## config.mk

```make
export PLATFORM = sky130hd
export DESIGN_NAME = int_ctrl
export DESIGN_NICKNAME = d
export VERILOG_FILES = /design/src/rtl/int_ctrl.sv
export SDC_FILE = /design/constraint.sdc
export NUM_CORES = 1
export LEC_CHECK = 0
export CORE_MARGIN = 3
export CORE_UTILIZATION = 50
export CTS_BUF_LIST = sky130_fd_sc_hd__clkbuf_8
export CTS_CLUSTER_SIZE = 8
export DETAILED_ROUTE_END_ITERATION = 10
export PLACE_DENSITY_LB_ADDON = 0.08
export SLEW_MARGIN = 20
export SYNTH_ARGS = -nofsm -noshare
export SYNTH_HDL_FRONTEND = slang
export SYNTH_SLANG_ARGS = --single-unit
export TNS_END_PERCENT = 5
```

## constraint.sdc

```tcl
create_clock -name clk -period 2.7 [get_ports clk]
set_input_delay 0.54 -clock clk [delete_from_list [all_inputs] [get_ports clk]]
set_output_delay 0.54 -clock clk [all_outputs]
set_load 0.02 [all_outputs]
```

## src/rtl/int_ctrl.sv

```systemverilog
// int_ctrl: six-source interrupt controller feeding the CP0 IP field.
// Raw lines are synchronized, captured into PEND (edge or level per bit),
// qualified by MASK and arbitrated with fixed priority (highest index wins).
// A three-state FSM presents one request at a time and tracks it through
// acknowledge and end-of-interrupt.
//
// state   | meaning
// --------+---------------------------------------------------------------
// IDLE    | no request outstanding; arbitrate whenever something is eligible
// REQ     | hwint shows onehot(sel); waiting for irq_ack or a withdraw
// SERVICE | CP0 took the interrupt; CUR valid; waiting for an EOI write
//
// Register map (addr): 0=PEND (W1C on edge bits), 1=MASK, 2=MODE,
// 3=CUR (read-only; any write while in SERVICE is the EOI).

module int_ctrl (
    input  logic        clk,
    input  logic        rst,
    input  logic [5:0]  src,
    input  logic [1:0]  addr,
    input  logic        we,
    input  logic [31:0] wdata,
    output logic [31:0] rdata,
    output logic [5:0]  hwint,
    input  logic        irq_ack,
    output logic        busy
);

    typedef enum logic [1:0] {
        IDLE    = 2'd0,
        REQ     = 2'd1,
        SERVICE = 2'd2
    } state_t;

    localparam logic [1:0] A_PEND = 2'd0;
    localparam logic [1:0] A_MASK = 2'd1;
    localparam logic [1:0] A_MODE = 2'd2;
    localparam logic [1:0] A_CUR  = 2'd3;
    localparam logic [5:0] ONE6   = 6'd1;

    state_t      r_state;
    state_t      w_state_nxt;

    logic [5:0]  r_s1;
    logic [5:0]  r_s2;
    logic [5:0]  r_s3;
    logic [5:0]  r_pend;
    logic [5:0]  r_mask;
    logic [5:0]  r_mode;
    logic [3:0]  r_cur;
    logic [2:0]  r_sel;
    logic [5:0]  r_hwint;

    logic [5:0]  w_edge;
    logic [5:0]  w_w1c;
    logic        w_eoi;
    logic [5:0]  w_eoi_clr;
    logic [5:0]  w_clr;
    logic [5:0]  w_pend_nxt;
    logic [5:0]  w_elig;
    logic        w_any;
    logic [2:0]  w_win;
    logic [5:0]  w_sel_oh;
    logic        w_sel_elig;
    logic        w_sel_load;
    logic [3:0]  w_cur_nxt;
    logic [5:0]  w_hwint_nxt;
    logic        w_unused_wdata;

    // Only the low six data bits carry register content.
    assign w_unused_wdata = ^wdata[31:6];

    // Per-bit edge detect on the synchronized line against its history.
    assign w_edge = r_s2 & ~r_s3;

    // Clear sources: software W1C on PEND, and the EOI of the id in service.
    assign w_w1c     = (we && (addr == A_PEND)) ? wdata[5:0] : 6'd0;
    assign w_eoi     = we && (addr == A_CUR) && (r_state == SERVICE);
    assign w_sel_oh  = ONE6 << r_sel;
    assign w_eoi_clr = w_eoi ? w_sel_oh : 6'd0;
    assign w_clr     = w_w1c | w_eoi_clr;

    // Edge bits: sticky, a fresh edge beats a same-cycle clear.
    // Level bits: follow the synchronized line, clears have no effect.
    assign w_pend_nxt = (r_mode & ((r_pend & ~w_clr) | w_edge))
                      | (~r_mode & r_s2);

    assign w_elig     = r_pend & r_mask;
    assign w_any      = |w_elig;
    assign w_sel_elig = |(w_elig & w_sel_oh);

    // Fixed-priority encoder: the highest eligible index wins.
    always_comb begin
        w_win = 3'd0;
        for (int i = 0; i < 6; i++) begin
            if (w_elig[i]) begin
                w_win = i[2:0];
            end
        end
    end

    // Three-flop synchronizer/history chain for the raw source lines.
    always_ff @(posedge clk) begin
        if (rst) begin
            r_s1 <= 6'd0;
            r_s2 <= 6'd0;
            r_s3 <= 6'd0;
        end else begin
            r_s1 <= src;
            r_s2 <= r_s1;
            r_s3 <= r_s2;
        end
    end

    // Pending capture plus the software-writable MASK and MODE registers.
    always_ff @(posedge clk) begin
        if (rst) begin
            r_pend <= 6'd0;
            r_mask <= 6'h3F;
            r_mode <= 6'd0;
        end else begin
            r_pend <= w_pend_nxt;
            if (we && (addr == A_MASK)) begin
                r_mask <= wdata[5:0];
            end
            if (we && (addr == A_MODE)) begin
                r_mode <= wdata[5:0];
            end
        end
    end

    // FSM state register together with the registered request, sel and CUR.
    always_ff @(posedge clk) begin
        if (rst) begin
            r_state <= IDLE;
            r_sel   <= 3'd0;
            r_cur   <= 4'd0;
            r_hwint <= 6'd0;
        end else begin
            r_state <= w_state_nxt;
            r_cur   <= w_cur_nxt;
            r_hwint <= w_hwint_nxt;
            if (w_sel_load) begin
                r_sel <= w_win;
            end
        end
    end

    // Next-state and registered-output decode. hwint is computed from the
    // next state so it lines up with the state it describes.
    always_comb begin
        w_state_nxt = r_state;
        w_sel_load  = 1'b0;
        w_cur_nxt   = r_cur;
        w_hwint_nxt = 6'd0;
        case (r_state)
            IDLE: begin
                if (w_any) begin
                    w_state_nxt = REQ;
                    w_sel_load  = 1'b1;
                    w_hwint_nxt = ONE6 << w_win;
                end
            end
            REQ: begin
                // An acknowledge beats a simultaneous withdraw.
                if (irq_ack) begin
                    w_state_nxt = SERVICE;
                    w_cur_nxt   = {1'b1, r_sel};
                end else if (!w_sel_elig) begin
                    w_state_nxt = IDLE;
                end else begin
                    w_hwint_nxt = w_sel_oh;
                end
            end
            SERVICE: begin
                if (w_eoi) begin
                    w_state_nxt = IDLE;
                    w_cur_nxt   = {1'b0, r_cur[2:0]};
                end
            end
            default: begin
                w_state_nxt = IDLE;
            end
        endcase
    end

    // Combinational register read; unused upper bits read as zero.
    always_comb begin
        rdata = 32'd0;
        case (addr)
            A_PEND:  rdata = {26'd0, r_pend};
            A_MASK:  rdata = {26'd0, r_mask};
            A_MODE:  rdata = {26'd0, r_mode};
            A_CUR:   rdata = {28'd0, r_cur};
            default: rdata = 32'd0;
        endcase
    end

    assign hwint = r_hwint;
    assign busy  = (r_state == SERVICE);

endmodule

```

==> reports/results.txt <==
status: complete, no violations
Worst setup SP type: input pin
hold crit path type: flop to flop
setup violators final: 0
CTS H-Tree Depth: 2
layout cells sized above 1: 8.532%
routed via count: 1833
R2R Path End: hwint[0]
final core occ: 60.70%
Synth top area share: 43.59%
max-cap violations: 0
r2r startpoint: r_sel[0]
sequential standard cell area: 1021 um2
worst path cell trace: clkdlybuf4s50_1 -> buf_4 -> mux4_2 -> dlygate4sd2_1
DRC: 0
site row count: 24
CP Max Fanout: 7
post-synthesis simple-gate area fraction: 25.96%
largest net degree at the start of global routing: 45
sequential share of power: 52.6%
buffers added on ports: 30
Fillers: 414
postcts setup bufs: 0
first-pass GRT wire length: 7776 um
post-placement cell area: 2599 um2
hold path endpoint: r_s2[4]
Commonest cells post-synth: 56 x nand2_1, 51 x dfxtp_1, 26 x buf_4
CTS root buffer: clkbuf_8
ranking of synthesized cells by area: dfxtp_1 44%, nand2_1 9.0%, buf_4 8.3%
HP Start: r_s1[4]
synth warn: 0
fmax: 393.1 MHz
maximum VDD drop: 308.4 uV
Clk pwr share: 33.9%
Fin Hold WS: 0.4429 ns
clk sink count: 51
P_sw: 0.3915 mW
CTS tree: built
I/O pin total: 83
Synth area leader: dfxtp_1
Final Instance Count excl. Fillers: 345
Comb power frac: 13.6%
Core Box Area: 4444 um2
area grow syn2layout: 15.17%
post-synthesis adder-cell area fraction: 0%
Post-synth ARST share: 0%
number of synthesized flops with an enable pin: 0
hold path depth: 1
overall power: 1.530 mW
Post-Syn Instances: 261
Worst path slowest cell: mux4_2
vias in the first global route: 1644
CP peak stage delay: 0.51 ns
Final HPWL DP: 3635 um
CTS max path bufs: 2
antenna violations before repair: 0
synthesized area: 2342 um2
Max Slew Vio Count: 0
RSZ-0062 raised after global routing: false
delay-heaviest family, CP: buffers and inverters
Final TNS setup: 0 ns
Iter 0 DRT Violations: 130
drt pass-1 iters: 4
most numerous cell in the Yosys netlist: nand2_1
critical path type: input pin to output port
final instance area: 2698 um2
final hold violation count: 0
Required @ worst endpoint: 2.16 ns
Die ar.: 5542 um2
R2R cell count: 3
starting density of the core: 52.70%
multi-input logic area: 1160 um2
latest clock arrival within the worst-skew pair: 0.30 ns
Final ANT Viol Nets: 0
Routed wire per std cell: 14.11 um
Sw Ratio: 25.60%
clk_skew: 0.006122 ns
number of diodes: 0
post-layout min period: 2.544 ns
total CTS buffers: 5
largest family of logic cells by synthesized area: simple AND/OR/NAND/NOR gates
#FFs+latches synth: 51
R2R Setup Slk: 1.23 ns
WP buf/inv: 3
Overflow after GRT: 0
nets: 337
Worst-path clk slew: 0.09 ns
Vias/cell: 5.313
Final Cycle Share: 94.21%
compound-cell area share of the yosys netlist: 12.98%
placed cells: 338
ys flop type: dfxtp_1
Setup WS pre-CTS: -0.06016 ns
Pleak: 1.068 nW
Synth cell types: 38
die height: 74.45 um
RePlAce Congestion: 0.8010
Die Width: 74.45 um
Synth Area in XOR/XNOR: 0%
sequential share of the synthesized area: 43.59%
Internal: 1.138 mW
Crit. End Element: output port
Power Density: 567.0 nW/um2
worst path arrival time: 2.00 ns
GRT Util Overall: 18.42%
mux share of post-synthesis cell area: 6.410%
final worst slack: 0.1563 ns
syn avg cell area: 8.974 um2
WL final: 4868 um
[cell usage in the layout (no fill, tap or decap), drive strengths merged, types with 3 or more instances in the layout]
| cell type | n |
|---|---|
| nor2 | 10 |
| buf | 7 |
| nand3 | 9 |
| a211oi | 6 |
| nand4 | 3 |
| a22o | 4 |
| conb | 26 |
| nor2b | 18 |
| a21oi | 9 |
| o21ai | 10 |
| mux2i | 6 |
| clkbuf | 5 |
| o22ai | 3 |
| dfxtp | 51 |
| nand2 | 56 |
| clkdlybuf4s50 | 24 |
| mux4 | 4 |
| nand3b | 10 |
| dlygate4sd2 | 6 |
[state kept, by name, summed over array words and instances (netlist names)]
signal   flops
r_mode       6
hwint        6
r_s1         6
r_mask       6
r_pend       6
r_s3         6
r_cur        4
r_sel        3
r_state      2
r_s2         6
[layout make-up]
type                       count  area share (%)
timing repair buffer          37           12.80
sequential                    51           37.85
clock buffer                   5           2.551
clock inverter                 2           1.391
multi-input combinational    198           43.00
tap                           52           2.412
[metal layers]
layer  vias to the layer above  GRT usage, %  routed length, um
li1                        916             -                  -
met1                       837         24.48               2202
met2                        69         28.78               2298
met3                        11         4.054                271
met4                         0         8.103                 97
met5                         -             0                  0
[worst max-delay path by stage]
| stage | start | to | slack [ns] | depth (start not counted) |
|---|---|---|---|---|
| 2_1_floorplan | addr[0] | rdata[0] | 0.83 | 2 |
| 3_3_place_gp | addr[1] | rdata[2] | -0.06 | 4 |
| 3_5_place_dp | addr[1] | rdata[1] | -0.06 | 4 |
| 4_1_cts | addr[1] | rdata[3] | 0.16 | 4 |
| 5_1_grt | addr[1] | rdata[1] | 0.13 | 4 |
| 6_report | addr[1] | rdata[1] | 0.16 | 4 |
[kinds of logic (layout without fill, tap and decap cells)]
family | count (synthesis) | after routing
AO/OA/AOI/OAI | 42 | 42
flip-flops | 51 | 51
AND/OR/NAND/NOR | 120 | 120
buffers and inverters | 37 | 44
other | 1 | 26
multiplexers | 10 | 10
[power groups by stage]
| stage | registers (mW) | logic [mW] | clock network [mW] |
|---|---|---|---|
| 3_3_place_gp | 0.820 | 0.211 | 0 |
| 5_1_grt | 0.808 | 0.227 | 0.552 |
| 6_report | 0.804 | 0.208 | 0.518 |
| 4_1_cts | 0.803 | 0.207 | 0.527 |
| 3_5_place_dp | 0.821 | 0.212 | 0 |
| 2_1_floorplan | 0.814 | 0.173 | 0 |
[repair_timing]
item                                    in CTS  in global routing
endpoints found under the setup margin       6                  0
hold buffers                                 0                  0
resized for setup                            6                  0
Note: power is estimated with default switching activity, not from simulation.
